## src/rtl/mac_divider.sv

```systemverilog
// mac_divider: sequential signed divider for the MAC datapath.
// It divides a signed OUT_BIT-wide dividend by a signed WEIGHT_BIT-wide divisor.
// The result is a signed FEAT_BIT quotient, truncated toward zero and saturated,
// plus a signed WEIGHT_BIT remainder whose sign follows the dividend.
// A restoring algorithm produces one quotient bit per cycle.
//
// Handshakes (both sides):
//   A transfer happens on a rising edge where valid && ready.
//   The input side is ready only in IDLE. Operands are sampled only on the
//   accept edge. The output side holds out_valid and all result fields stable
//   until the consumer takes them with out_ready.
//
// Ports:
//   clk, rst_n            clock, asynchronous active-low reset
//   in_valid / in_ready   operand handshake (in_ready == state IDLE)
//   dividend, divisor     signed operands
//   out_valid / out_ready result handshake (out_valid == state DONE)
//   quotient, remainder   signed results
//   overflow              true quotient did not fit in FEAT_BIT
//   div_by_zero           divisor was zero
//   o_dbg_state           current FSM state, for observation
module mac_divider #(
  parameter int FEAT_BIT   = 16,
  parameter int WEIGHT_BIT = 8,
  parameter int OUT_BIT    = 32
) (
  input  logic                  clk,
  input  logic                  rst_n,
  input  logic                  in_valid,
  output logic                  in_ready,
  input  logic [OUT_BIT-1:0]    dividend,
  input  logic [WEIGHT_BIT-1:0] divisor,
  output logic                  out_valid,
  input  logic                  out_ready,
  output logic [FEAT_BIT-1:0]   quotient,
  output logic [WEIGHT_BIT-1:0] remainder,
  output logic                  overflow,
  output logic                  div_by_zero,
  output logic [1:0]            o_dbg_state
);

  localparam logic [1:0] S_IDLE = 2'd0;
  localparam logic [1:0] S_CALC = 2'd1;
  localparam logic [1:0] S_FIX  = 2'd2;
  localparam logic [1:0] S_DONE = 2'd3;

  localparam int CW = $clog2(OUT_BIT + 1);

  localparam logic [FEAT_BIT-1:0] Q_MAX = {1'b0, {(FEAT_BIT-1){1'b1}}};
  localparam logic [FEAT_BIT-1:0] Q_MIN = {1'b1, {(FEAT_BIT-1){1'b0}}};
  // Largest quotient magnitudes representable for each result sign.
  localparam logic [OUT_BIT-1:0] MAG_POS_LIM =
    {{(OUT_BIT-FEAT_BIT+1){1'b0}}, {(FEAT_BIT-1){1'b1}}};
  localparam logic [OUT_BIT-1:0] MAG_NEG_LIM = MAG_POS_LIM + OUT_BIT'(1);

  logic [1:0]            r_state;
  logic [CW-1:0]         r_cnt;
  // r_dvd shifts dividend bits out of the top and quotient bits in at the bottom.
  // After OUT_BIT steps it holds the quotient magnitude.
  logic [OUT_BIT-1:0]    r_dvd;
  logic [WEIGHT_BIT-1:0] r_part;
  logic [WEIGHT_BIT-1:0] r_dsr;
  logic                  r_q_neg;
  logic                  r_dvd_neg;
  logic [FEAT_BIT-1:0]   r_quotient;
  logic [WEIGHT_BIT-1:0] r_remainder;
  logic                  r_overflow;
  logic                  r_div_by_zero;

  logic [OUT_BIT-1:0]    w_dvd_abs;
  logic [WEIGHT_BIT-1:0] w_dsr_abs;
  logic [WEIGHT_BIT:0]   w_shift;
  logic [WEIGHT_BIT:0]   w_diff;
  logic                  w_ge;
  logic                  w_ovf;
  logic [FEAT_BIT-1:0]   w_q_signed;
  logic [WEIGHT_BIT-1:0] w_r_signed;
  logic                  w_unused;

  // Unsigned magnitudes. The most negative value maps to 2^(N-1), which still
  // fits in the unsigned N-bit field.
  assign w_dvd_abs = dividend[OUT_BIT-1] ? (OUT_BIT'(0) - dividend) : dividend;
  assign w_dsr_abs = divisor[WEIGHT_BIT-1] ? (WEIGHT_BIT'(0) - divisor) : divisor;

  // The partial remainder stays below |divisor| <= 2^(WEIGHT_BIT-1).
  // One extra bit therefore covers the shifted value.
  assign w_shift = {r_part, r_dvd[OUT_BIT-1]};
  assign w_ge    = (w_shift >= {1'b0, r_dsr});
  assign w_diff  = w_shift - {1'b0, r_dsr};
  // After a subtraction the difference is below |divisor|, so its top bit is always 0.
  assign w_unused = w_diff[WEIGHT_BIT];

  assign w_ovf      = r_q_neg ? (r_dvd > MAG_NEG_LIM) : (r_dvd > MAG_POS_LIM);
  assign w_q_signed = r_q_neg ? (FEAT_BIT'(0) - r_dvd[FEAT_BIT-1:0]) : r_dvd[FEAT_BIT-1:0];
  assign w_r_signed = r_dvd_neg ? (WEIGHT_BIT'(0) - r_part) : r_part;

  always_ff @(posedge clk or negedge rst_n) begin
    if (!rst_n) begin
      r_state       <= S_IDLE;
      r_cnt         <= '0;
      r_dvd         <= '0;
      r_part        <= '0;
      r_dsr         <= '0;
      r_q_neg       <= 1'b0;
      r_dvd_neg     <= 1'b0;
      r_quotient    <= '0;
      r_remainder   <= '0;
      r_overflow    <= 1'b0;
      r_div_by_zero <= 1'b0;
    end else begin
      case (r_state)
        S_IDLE: begin
          if (in_valid) begin
            r_q_neg   <= dividend[OUT_BIT-1] ^ divisor[WEIGHT_BIT-1];
            r_dvd_neg <= dividend[OUT_BIT-1];
            r_dvd     <= w_dvd_abs;
            r_dsr     <= w_dsr_abs;
            r_part    <= '0;
            r_cnt     <= CW'(OUT_BIT);
            if (divisor == '0) begin
              r_quotient    <= dividend[OUT_BIT-1] ? Q_MIN : Q_MAX;
              r_remainder   <= '0;
              r_overflow    <= 1'b0;
              r_div_by_zero <= 1'b1;
              r_state       <= S_DONE;
            end else begin
              r_state <= S_CALC;
            end
          end
        end
        S_CALC: begin
          r_part <= w_ge ? w_diff[WEIGHT_BIT-1:0] : w_shift[WEIGHT_BIT-1:0];
          r_dvd  <= {r_dvd[OUT_BIT-2:0], w_ge};
          r_cnt  <= r_cnt - CW'(1);
          if (r_cnt == CW'(1)) r_state <= S_FIX;
        end
        S_FIX: begin
          r_div_by_zero <= 1'b0;
          r_overflow    <= w_ovf;
          if (w_ovf) begin
            r_quotient  <= r_q_neg ? Q_MIN : Q_MAX;
            r_remainder <= '0;
          end else begin
            r_quotient  <= w_q_signed;
            r_remainder <= w_r_signed;
          end
          r_state <= S_DONE;
        end
        default: begin
          if (out_ready) r_state <= S_IDLE;
        end
      endcase
    end
  end

  assign in_ready    = (r_state == S_IDLE);
  assign out_valid   = (r_state == S_DONE);
  assign quotient    = r_quotient;
  assign remainder   = r_remainder;
  assign overflow    = r_overflow;
  assign div_by_zero = r_div_by_zero;
  assign o_dbg_state = r_state;

endmodule

```

## config.mk

```make
export PLATFORM = sky130hd
export DESIGN_NAME = mac_divider
export DESIGN_NICKNAME = d
export VERILOG_FILES = /design/src/rtl/mac_divider.sv
export SDC_FILE = /design/constraint.sdc
export NUM_CORES = 1
export LEC_CHECK = 0
export BUFFER_PORTS_ARGS = -buffer_cell sky130_fd_sc_hd__buf_2
export CAP_MARGIN = 15
export CORE_UTILIZATION = 40
export CTS_CLUSTER_SIZE = 20
export DETAILED_ROUTE_END_ITERATION = 7
export PLACE_DENSITY = 0.64
export SYNTH_ARGS = -nofsm -noshare
export SYNTH_HDL_FRONTEND = slang
export SYNTH_SLANG_ARGS = --single-unit
```

## constraint.sdc

```tcl
create_clock -name clk -period 3.2 [get_ports clk]
set_input_delay 0.32 -clock clk [delete_from_list [all_inputs] [get_ports clk]]
set_output_delay 0.32 -clock clk [all_outputs]
set_load 0.005 [all_outputs]
```

==> metrics.csv, run 1 <==
metric,value,unit
cts-root-buf,clkbuf_16,
clkTransAtPathRegs,60,ps
grt_max_degree,33,
crit_family,compound AO/OA/AOI/OAI gates,
power_density,927,nW/µm²
finalNetCount,776,
io_buffers,73,
initial_utilization,0.415,
grt_pass1_wl,24.6,mm
dp_hpwl,11.2,mm
cp-start-kind,flop,
synth_edf_count,0,
cp_data_arrival_time,2810,ps
synth.distinct_cells,60,
final_common_cell,dfrtp_1,
drtIter0Drc,234,
post-route-period-util,0.821,
synth_ff_type,dfrtp_1,
grt_usage,0.217,
grt_pass1_vias,4930,
finalSetupTns,0,ps
synth_compound_area_frac,0.219,
crit_slowest_cell,nand2b_1,
worstMarginPinSlew,843,ps
peakVddDrop,0.000332,V
syn_nets,710,
wirelength,14.9,mm
post-synth-top-area-fraction,0.376,
endpoint_kind,flop,
path_buf_inv,2,
status,"complete, no violations",
path_depth,6,
ios,74,
min_path_cells,3,
antenna_found_initial,1,
synth-async-reset-ratio,1.00,
synth-xor-area-share,0.0863,
setup_violations,0,
gr-total-overflow,0,
yosysSeqAreaShare,0.376,
ys_top_cells_by_area,"dfrtp_1 38%, xor2_1 6.1%, o21ai_0 6.0%, nand2_1 5.4%, ha_1 4.0%",
cp_cell_sequence,inv_1 > ha_1 > inv_1 > o21ai_0 > nand2b_1 > o21ai_0,
reg2reg_depth,6,
p_leak,2.79,nW
syn_area,5580,µm²
placed_cell_area,6170,µm²
yosys_warnings,0,
syn_avg_cell_area,8.63,µm²
vias,5197,
netlist_instances,647,
clkLatencyLatePin,340,ps
postCtsHoldBufs,1,
multi_input_area,3230,µm²
gp_congestion,0.881,
synth_top_family_by_area,compound AO/OA/AOI/OAI gates,
hold_ws,280,ps
path_class,flop to flop,
viasPerCell,5.81,
yosys.area_share.simple,0.214,
postCtsSetupBuffers,0,
fillerInstances,1335,
synthToLayoutAreaGrowth,15.4,%
slowest_delay,700,ps
min_path_type,input pin to flop,
regArea,2100,µm²
ant_nets,0,
drc,0,
critPathRequiredTime,3380,ps
max_freq,381,MHz
cts_tree,built,
stdcell_area,6440,µm²
rsz0062_at_grt,no,
cts.path.max_buffers,2,
synth_adder_area_share,0.0439,
period_minus_slack,2630,ps
fin_skew,7.74,ps
most-common-layout-cells,"84 x dfrtp_1, 80 x nand2_1, 72 x buf_2",
wl_per_cell,16.7,µm
drive_gt1_frac,0.163,
cts-resized-gates,0,
row_count,42,
die_area,14400,µm²
cts_buffers,9,
cts_max_level,3,
slew-limit-headroom,0.438,
cts.sinks,84,
fp.coreArea,13500,µm²
fp.dieH,120,µm
drt_pass1_iterations,5,
finalHoldViolations,0,
max-cap-violations,0,
finalPower,5.97,mW
die_x,120,µm
yosys.area.top_type,dfrtp_1,
synth-seq-cells,84,
synth_mux_area_frac,0.0150,
slew_viol_final,0,
critPathMaxFanout,22,
[final timing paths]
| path | from | to | slack [ps] |
|---|---|---|---|
| setup / recovery | o_dbg_state[0] | remainder[4] | 570 |
| hold / removal | dividend[20] | r_dvd[20] | 280 |
| setup reg to reg | o_dbg_state[0] | remainder[4] | 570 |
| hold reg to reg | r_dsr[4] | r_dsr[4] | 480 |
| max in group asynchronous | rst_n | r_dsr[0] | 2040 |
| min in group asynchronous | rst_n | quotient[2] | 440 |
[state kept, by name (all words and copies together) (netlist names)]
register	cells
remainder	8
r_dsr	8
r_cnt	6
r_dvd_neg	1
r_part	8
quotient	16
overflow	1
r_dvd	32
r_q_neg	1
div_by_zero	1
o_dbg_state	2
[worst register-to-register path: cells and delay by family (launching register included)]
family / cells / cell delay [ps]
compound gates: 2 / 710
simple gates: 1 / 700
flops: 1 / 420
fa+ha+maj: 1 / 390
buf+inv: 2 / 250
[kinds of logic after synthesis]
group / after synthesis
adder cells (fa/ha/maj): 19
AO/OA/AOI/OAI: 184
XOR/XNOR: 55
AND/OR/NAND/NOR: 230
flip-flops: 84
multiplexers: 8
buffers and inverters: 67
[per-stage QoR]
stage | util | cells | setup WS (ps)
after CTS | 0.479 | 894 | 604
final | 0.479 | 895 | 573
after global routing | 0.479 | 894 | 333
after global placement | 0.458 | 877 | 584
after detailed placement | 0.458 | 877 | 482
after floorplan | - | 647 | 949
[per-layer routing]
layer  track usage  share of wire
met1         0.289           0.47
met2         0.351           0.47
met3        0.0342          0.047
met4        0.0820          0.019
met5             0              0
[cell usage after synthesis, types with 3 or more instances]
| library cell | count |
|---|---|
| o2111ai_1 | 3 |
| clkbuf_1 | 32 |
| or4_1 | 9 |
| ha_1 | 18 |
| o221ai_1 | 3 |
| nand2b_1 | 5 |
| nand2_1 | 80 |
| xnor2_1 | 16 |
| a21oi_1 | 20 |
| nand4_1 | 17 |
| nor3b_1 | 4 |
| mux2i_1 | 5 |
| nand3_1 | 12 |
| mux2_2 | 3 |
| nor4b_1 | 4 |
| inv_1 | 31 |
| buf_1 | 3 |
| o31ai_1 | 18 |
| nor2_1 | 32 |
| a211oi_1 | 3 |
| nor3_1 | 9 |
| nor2b_1 | 8 |
| and3_1 | 7 |
| a22oi_1 | 7 |
| o22ai_1 | 8 |
| xor2_1 | 39 |
| o21ai_0 | 67 |
| o41ai_1 | 7 |
| nor4_1 | 13 |
| or3_1 | 19 |
| dfrtp_1 | 84 |
| o211ai_1 | 24 |
[report_power, final]
group	internal [mW]	total (mW)	switching (mW)
registers	1.51	1.99	0.479
clock network	0.525	0.937	0.412
logic	1.26	3.04	1.79
[cell type report]
type,count,share of cell area
multi-input combinational,496,0.502
sequential,84,0.326
timing repair buffer,91,0.0785
clock buffer,12,0.0367
tap,176,0.0342
inverter,31,0.0181
clock inverter,4,0.00408
antenna,1,0.000388
Power figures use the tool's default switching activity.
==> inputs of run 2 (changes only) <==
clock period = 2.63 ns   (was 3.2 ns; I/O delays follow)
==> run 2 against run 1 <==
Core utilization grew 0.72 points. Final cell count grew 0.22%. First-iteration DRC count grew 54%. Register-to-register slack lost 190 ps. Worst hold slack lost 63 ps. Global-route usage grew 0.39 points. Non-clock buffer count grew 3. Clock skew grew 0.93 ps. Final area grew 1.5%.
==> metrics.csv, run 2 (same netlist as run 1, synthesis figures left out) <==
metric,value,unit,change
status,"complete, no violations",,
gp_congestion,0.855,,-3.0%
rsz0062_at_grt,no,,
cp_data_arrival_time,2430,ps,-380 ps
path_class,flop to flop,,
crit_family,compound AO/OA/AOI/OAI gates,,
initial_utilization,0.415,,unchanged
fp.coreArea,13500,µm²,unchanged
ant_nets,0,,unchanged
startpoint,o_dbg_state[0],,
fin_ws,386,ps,-187 ps
final_util,0.486,,+0.00716
postCtsSetupBuffers,0,,unchanged
max-cap-violations,0,,unchanged
ios,74,,unchanged
cts_buffers,9,,unchanged
largest_reg_flops,32,,unchanged
slew_viol_final,0,,unchanged
critPathRequiredTime,2820,ps,-560 ps
final_common_cell,dfrtp_1,,
setup_violations,0,,unchanged
critPathMaxFanout,14,,-36%
cts.path.max_buffers,2,,unchanged
path_buf_inv,2,,unchanged
viasPerCell,5.88,,+1.3%
grt_pass1_wl,25.2,mm,+2.2%
largest-register,r_dvd,,
cp-start-kind,flop,,
die_x,120,µm,unchanged
clkTransAtPathRegs,60,ps,about the same
min_path_type,input pin to flop,,
finalSetupTns,0,ps,unchanged
grt_pass1_vias,4968,,+0.77%
place_inst,880,,+0.34%
grt_usage,0.221,,+0.00388
drtIter0Drc,361,,+54%
cts.sinks,84,,unchanged
die_area,14400,µm²,unchanged
most-common-layout-cells,"84 x dfrtp_1, 80 x nand2_1, 72 x buf_2",,
max_freq,446,MHz,+17%
path_common_cell,inv_1,,
fin_skew,8.67,ps,+0.930 ps
dp_hpwl,11.3,mm,+1.2%
period_minus_slack,2240,ps,-383 ps
post-route-period-util,0.853,,+0.0323
p_comb_frac,0.497,,-0.013
wirelength,15.2,mm,+2.0%
drive_gt1_frac,0.172,,+0.00903
power_frac_clock,0.183,,+0.026
vias,5277,,+1.5%
power_density,1160,nW/µm²,+25%
cts_max_level,3,,unchanged
wl_per_cell,17.0,µm,+1.8%
drt_pass1_iterations,5,,unchanged
slew-limit-headroom,0.552,,+0.114
worstHoldStart,divisor[0],,
row_count,42,,unchanged
gr-total-overflow,0,,unchanged
p_seq_frac,0.319,,-0.014
power_switching,3.32,mW,+24%
clkLatencyLatePin,340,ps,about the same
cp_cell_sequence,inv_1 > ha_1 > inv_1 > o21ai_0 > o31a_2 > o311ai_0,,
finalHoldViolations,0,,unchanged
peakVddDrop,0.000469,V,+42%
p_leak,2.84,nW,+1.8%
cts-root-buf,clkbuf_16,,
internal-power,4.25,mW,+29%
num_antenna_cells,0,,-1
synthToLayoutAreaGrowth,17.1,%,
timing.rr.start,o_dbg_state[0],,
fp.dieH,120,µm,unchanged
grt_max_degree,51,,+55%
endpoint_kind,flop,,
slowest_delay,530,ps,-170 ps
drc,0,,unchanged
cts_tree,built,,
crit_slowest_cell,o21ai_0,,
detailedPlace.worstSlack,142,ps,-340 ps
final_cells,897,,+0.22%
swShare,0.439,,-0.00967
antenna_found_initial,0,,-1
fillerInstances,1321,,-1.0%
io_buffers,73,,unchanged
finalNetCount,779,,+0.39%
worstMarginPinSlew,673,ps,-170 ps
hold_ws,217,ps,-62.6 ps
run 2: timing repair:
item                                    CTS  global route
endpoints found under the setup margin    0             3
hold endpoints to repair                 49             0
hold buffers                              1             0
resized for setup                         0             1
run 2: layout make-up:
type | count | area (µm²) | share of cell area
multi-input cells | 496 | 3230 | 0.495
flip-flops and latches | 84 | 2100 | 0.321
repair buffers | 94 | 541 | 0.0827
clock buffers | 10 | 239 | 0.0365
well taps | 176 | 220 | 0.0337
inverters | 31 | 116 | 0.0178
clock inverters | 6 | 86.3 | 0.0132
run 2: routing by layer:
layer | share of wire | up-vias | track usage
met1 | 0.47 | 2573 | 0.301
met4 | 0.018 | 0 | 0.0773
met2 | 0.47 | 161 | 0.362
met5 | 0 | - | 0
met3 | 0.046 | 20 | 0.0223
li1 | - | 2523 | -
run 2: metrics by stage:
step           area (µm²)  power [mW]
2_1_floorplan        5580        4.95
6_report             6540        7.57
5_1_grt              6540        8.20
3_3_place_gp         6200        6.03
3_5_place_dp         6200        6.15
4_1_cts              6540        7.56
run 2: worst reg2reg max path, cell delays in order (launching register included):
cell	delay (ps)
dfrtp_1	420
inv_1	100
ha_1	290
inv_1	130
o21ai_0	530
o31a_2	430
o311ai_0	190
run 2: worst paths after layout:
kind | cells past startpoint | slack, ps | end
setup / recovery | 6 | 390 | quotient[14]
hold / removal | 3 | 220 | r_dsr[0]
setup reg to reg | 6 | 390 | quotient[14]
hold reg to reg | 2 | 480 | remainder[6]
max in group asynchronous | 3 | 1500 | r_dsr[4]
min in group asynchronous | 2 | 500 | remainder[4]
run 2: power groups by stage:
stage | Combinational [mW] | Clock, mW | Sequential [mW]
after global placement | 3.63 | 0 | 2.40
after CTS | 3.75 | 1.40 | 2.40
after floorplan | 2.73 | 0 | 2.21
final | 3.76 | 1.39 | 2.42
after detailed placement | 3.73 | 0 | 2.42
after global routing | 4.24 | 1.46 | 2.50
==> inputs of run 3 (changes only) <==
MAX_ROUTING_LAYER = met4   (was unset)
==> run 3 against run 2 <==
Final area shrank 0.67%. Combinational power is essentially flat. Non-clock buffer count is the same. Worst hold slack lost 230 ps. Via count shrank 1.4%. Register-to-register slack is essentially flat. Highest routed layer unchanged. Count of clock-buffer cells in the layout shrank 1. Sequential share of layout area grew 0.22 points. Wire length grew 0.90%. Largest power group unchanged. Critical path depth grew 2. Power shrank 2.2%. The flow now finishes with violations (negative hold slack).
==> metrics.csv, run 3 (same netlist as run 1, synthesis figures left out) <==
metric,value,unit,change
setup_violations,0,,unchanged
drc,0,,unchanged
cts_max_level,3,,unchanged
post-route-period-util,0.857,,+0.00410
ant_nets,0,,unchanged
cts_buffers,9,,unchanged
violations,negative hold slack,,
crit_slowest_cell,dfrtp_1,,
placed_cell_area,6210,µm²,+0.12%
gp_congestion,0.894,,+4.6%
status,"complete, but fails checks",,
clkTransAtPathRegs,70,ps,about the same
cp_data_arrival_time,2510,ps,+80 ps
die_area,14400,µm²,unchanged
cp_cell_sequence,inv_1 > ha_1 > nor4b_1 > nand4_1 > a211oi_1 > nand2b_1 > buf_4 > o211ai_1,,
dp_hpwl,11.3,mm,-0.40%
peakVddDrop,0.000414,V,-12%
slew-limit-headroom,0.498,,-0.0532
cts-root-buf,clkbuf_16,,
grt_pass1_vias,5051,,+1.7%
largest-register,r_dvd,,
viasPerCell,5.80,,-1.4%
cts_tree,built,,
detailedPlace.worstSlack,122,ps,-20.7 ps
critPathMaxFanout,22,,+8
rsz0062_at_grt,no,,
row_count,42,,unchanged
path_class,flop to flop,,
largest_reg_flops,32,,unchanged
drive_gt1_frac,0.173,,+0.00139
hold_ws,-14.4,ps,-232 ps
grt_max_degree,58,,+14%
antenna_found_initial,0,,unchanged
max-cap-violations,0,,unchanged
internal-power,4.05,mW,-4.7%
clkLatencyLatePin,350,ps,about the same
reg2reg_depth,8,,+2
drt_pass1_iterations,5,,unchanged
p_leak,2.82,nW,-0.69%
grt_pass1_wl,25.3,mm,+0.49%
finalPower,7.40,mW,-2.2%
slowest_delay,400,ps,-130 ps
period_minus_slack,2250,ps,+10.8 ps
synthToLayoutAreaGrowth,16.3,%,
power_switching,3.35,mW,+1.0%
cp-start-kind,flop,,
wl_per_cell,17.1,µm,+0.90%
p_seq_frac,0.327,,+0.008
postCtsHoldBufs,0,,-1
slew_viol_final,0,,unchanged
power_density,1140,nW/µm²,-1.5%
grt_usage,0.228,,+0.00737
cts.sinks,84,,unchanged
fin_ws,375,ps,-10.8 ps
finalNetCount,779,,unchanged
stdcell_area,6490,µm²,-0.67%
most-common-layout-cells,"84 x dfrtp_1, 80 x nand2_1, 72 x buf_2",,
swShare,0.453,,+0.0143
finalSetupTns,0,ps,unchanged
startpoint,r_dvd[0],,
timing.rr.start,r_dvd[0],,
max_freq,443,MHz,-0.48%
vias,5204,,-1.4%
p_comb_frac,0.509,,+0.012
worstMarginPinSlew,752,ps,+79.8 ps
num_antenna_cells,0,,unchanged
reg2reg_slack,380,ps,about the same
r2r_end,quotient[13],,
wirelength,15.4,mm,+0.90%
fp.dieH,120,µm,unchanged
power_frac_clock,0.164,,-0.019
gr-total-overflow,0,,unchanged
finalHoldViolations,26,,+26
cts.path.max_buffers,2,,unchanged
postCtsSetupBuffers,0,,unchanged
ios,74,,unchanged
initial_utilization,0.415,,unchanged
drtIter0Drc,309,,-14%
io_buffers,73,,unchanged
min_path_type,input pin to asynchronous set/reset pin,,
critPathRequiredTime,2880,ps,+60 ps
fp.coreArea,13500,µm²,unchanged
final_common_cell,dfrtp_1,,
endpoint_kind,flop,,
fin_skew,11.3,ps,+2.59 ps
die_x,120,µm,unchanged
run 3: worst max path at each step:
stage,slack [ps],depth (start not counted),endpoint
after floorplan,380,9,r_dvd[13]
after global placement,230,8,r_dvd[18]
after detailed placement,120,8,quotient[14]
after CTS,160,6,quotient[14]
after global routing,180,8,quotient[13]
final,380,8,quotient[13]
run 3: cell type report:
class	count	area, µm²
Clock inverter	7	58.8
Timing Repair Buffer	94	538
Fill cell	1324	6960
Sequential cell	84	2100
Tap cell	176	220
Clock buffer	9	225
Multi-Input combinational cell	496	3230
Inverter	31	116
run 3: power by group through the flow:
stage,logic [mW],registers (mW),clock network (mW)
finish,3.77,2.42,1.21
CTS,3.77,2.40,1.25
floorplan,2.73,2.21,0
global placement,3.65,2.39,0
detailed placement,3.75,2.42,0
global route,4.23,2.50,1.30
run 3: layer usage:
metal	routed length, µm	global-route usage
met5	0	-
met4	223	0.0750
met3	748	0.0413
met2	7410	0.366
met1	6970	0.289
run 3: worst max-delay path: cells and delay by family, from the launching register on:
| family | cells | cell delay, ps |
|---|---|---|
| compound gates | 2 | 590 |
| simple gates | 3 | 540 |
| flops | 1 | 400 |
| buf+inv | 2 | 370 |
| fa+ha+maj | 1 | 260 |
run 3: repair_timing:
action                                  in CTS  in global routing
gates resized for setup                      0                  1
endpoints found under the setup margin       0                  1
hold endpoints to repair                     0                  0
run 3: per-stage QoR:
step / instances / util
after floorplan: 647 / -
after global placement: 881 / 0.462
after detailed placement: 881 / 0.462
after CTS: 897 / 0.483
after global routing: 897 / 0.483
final: 897 / 0.483
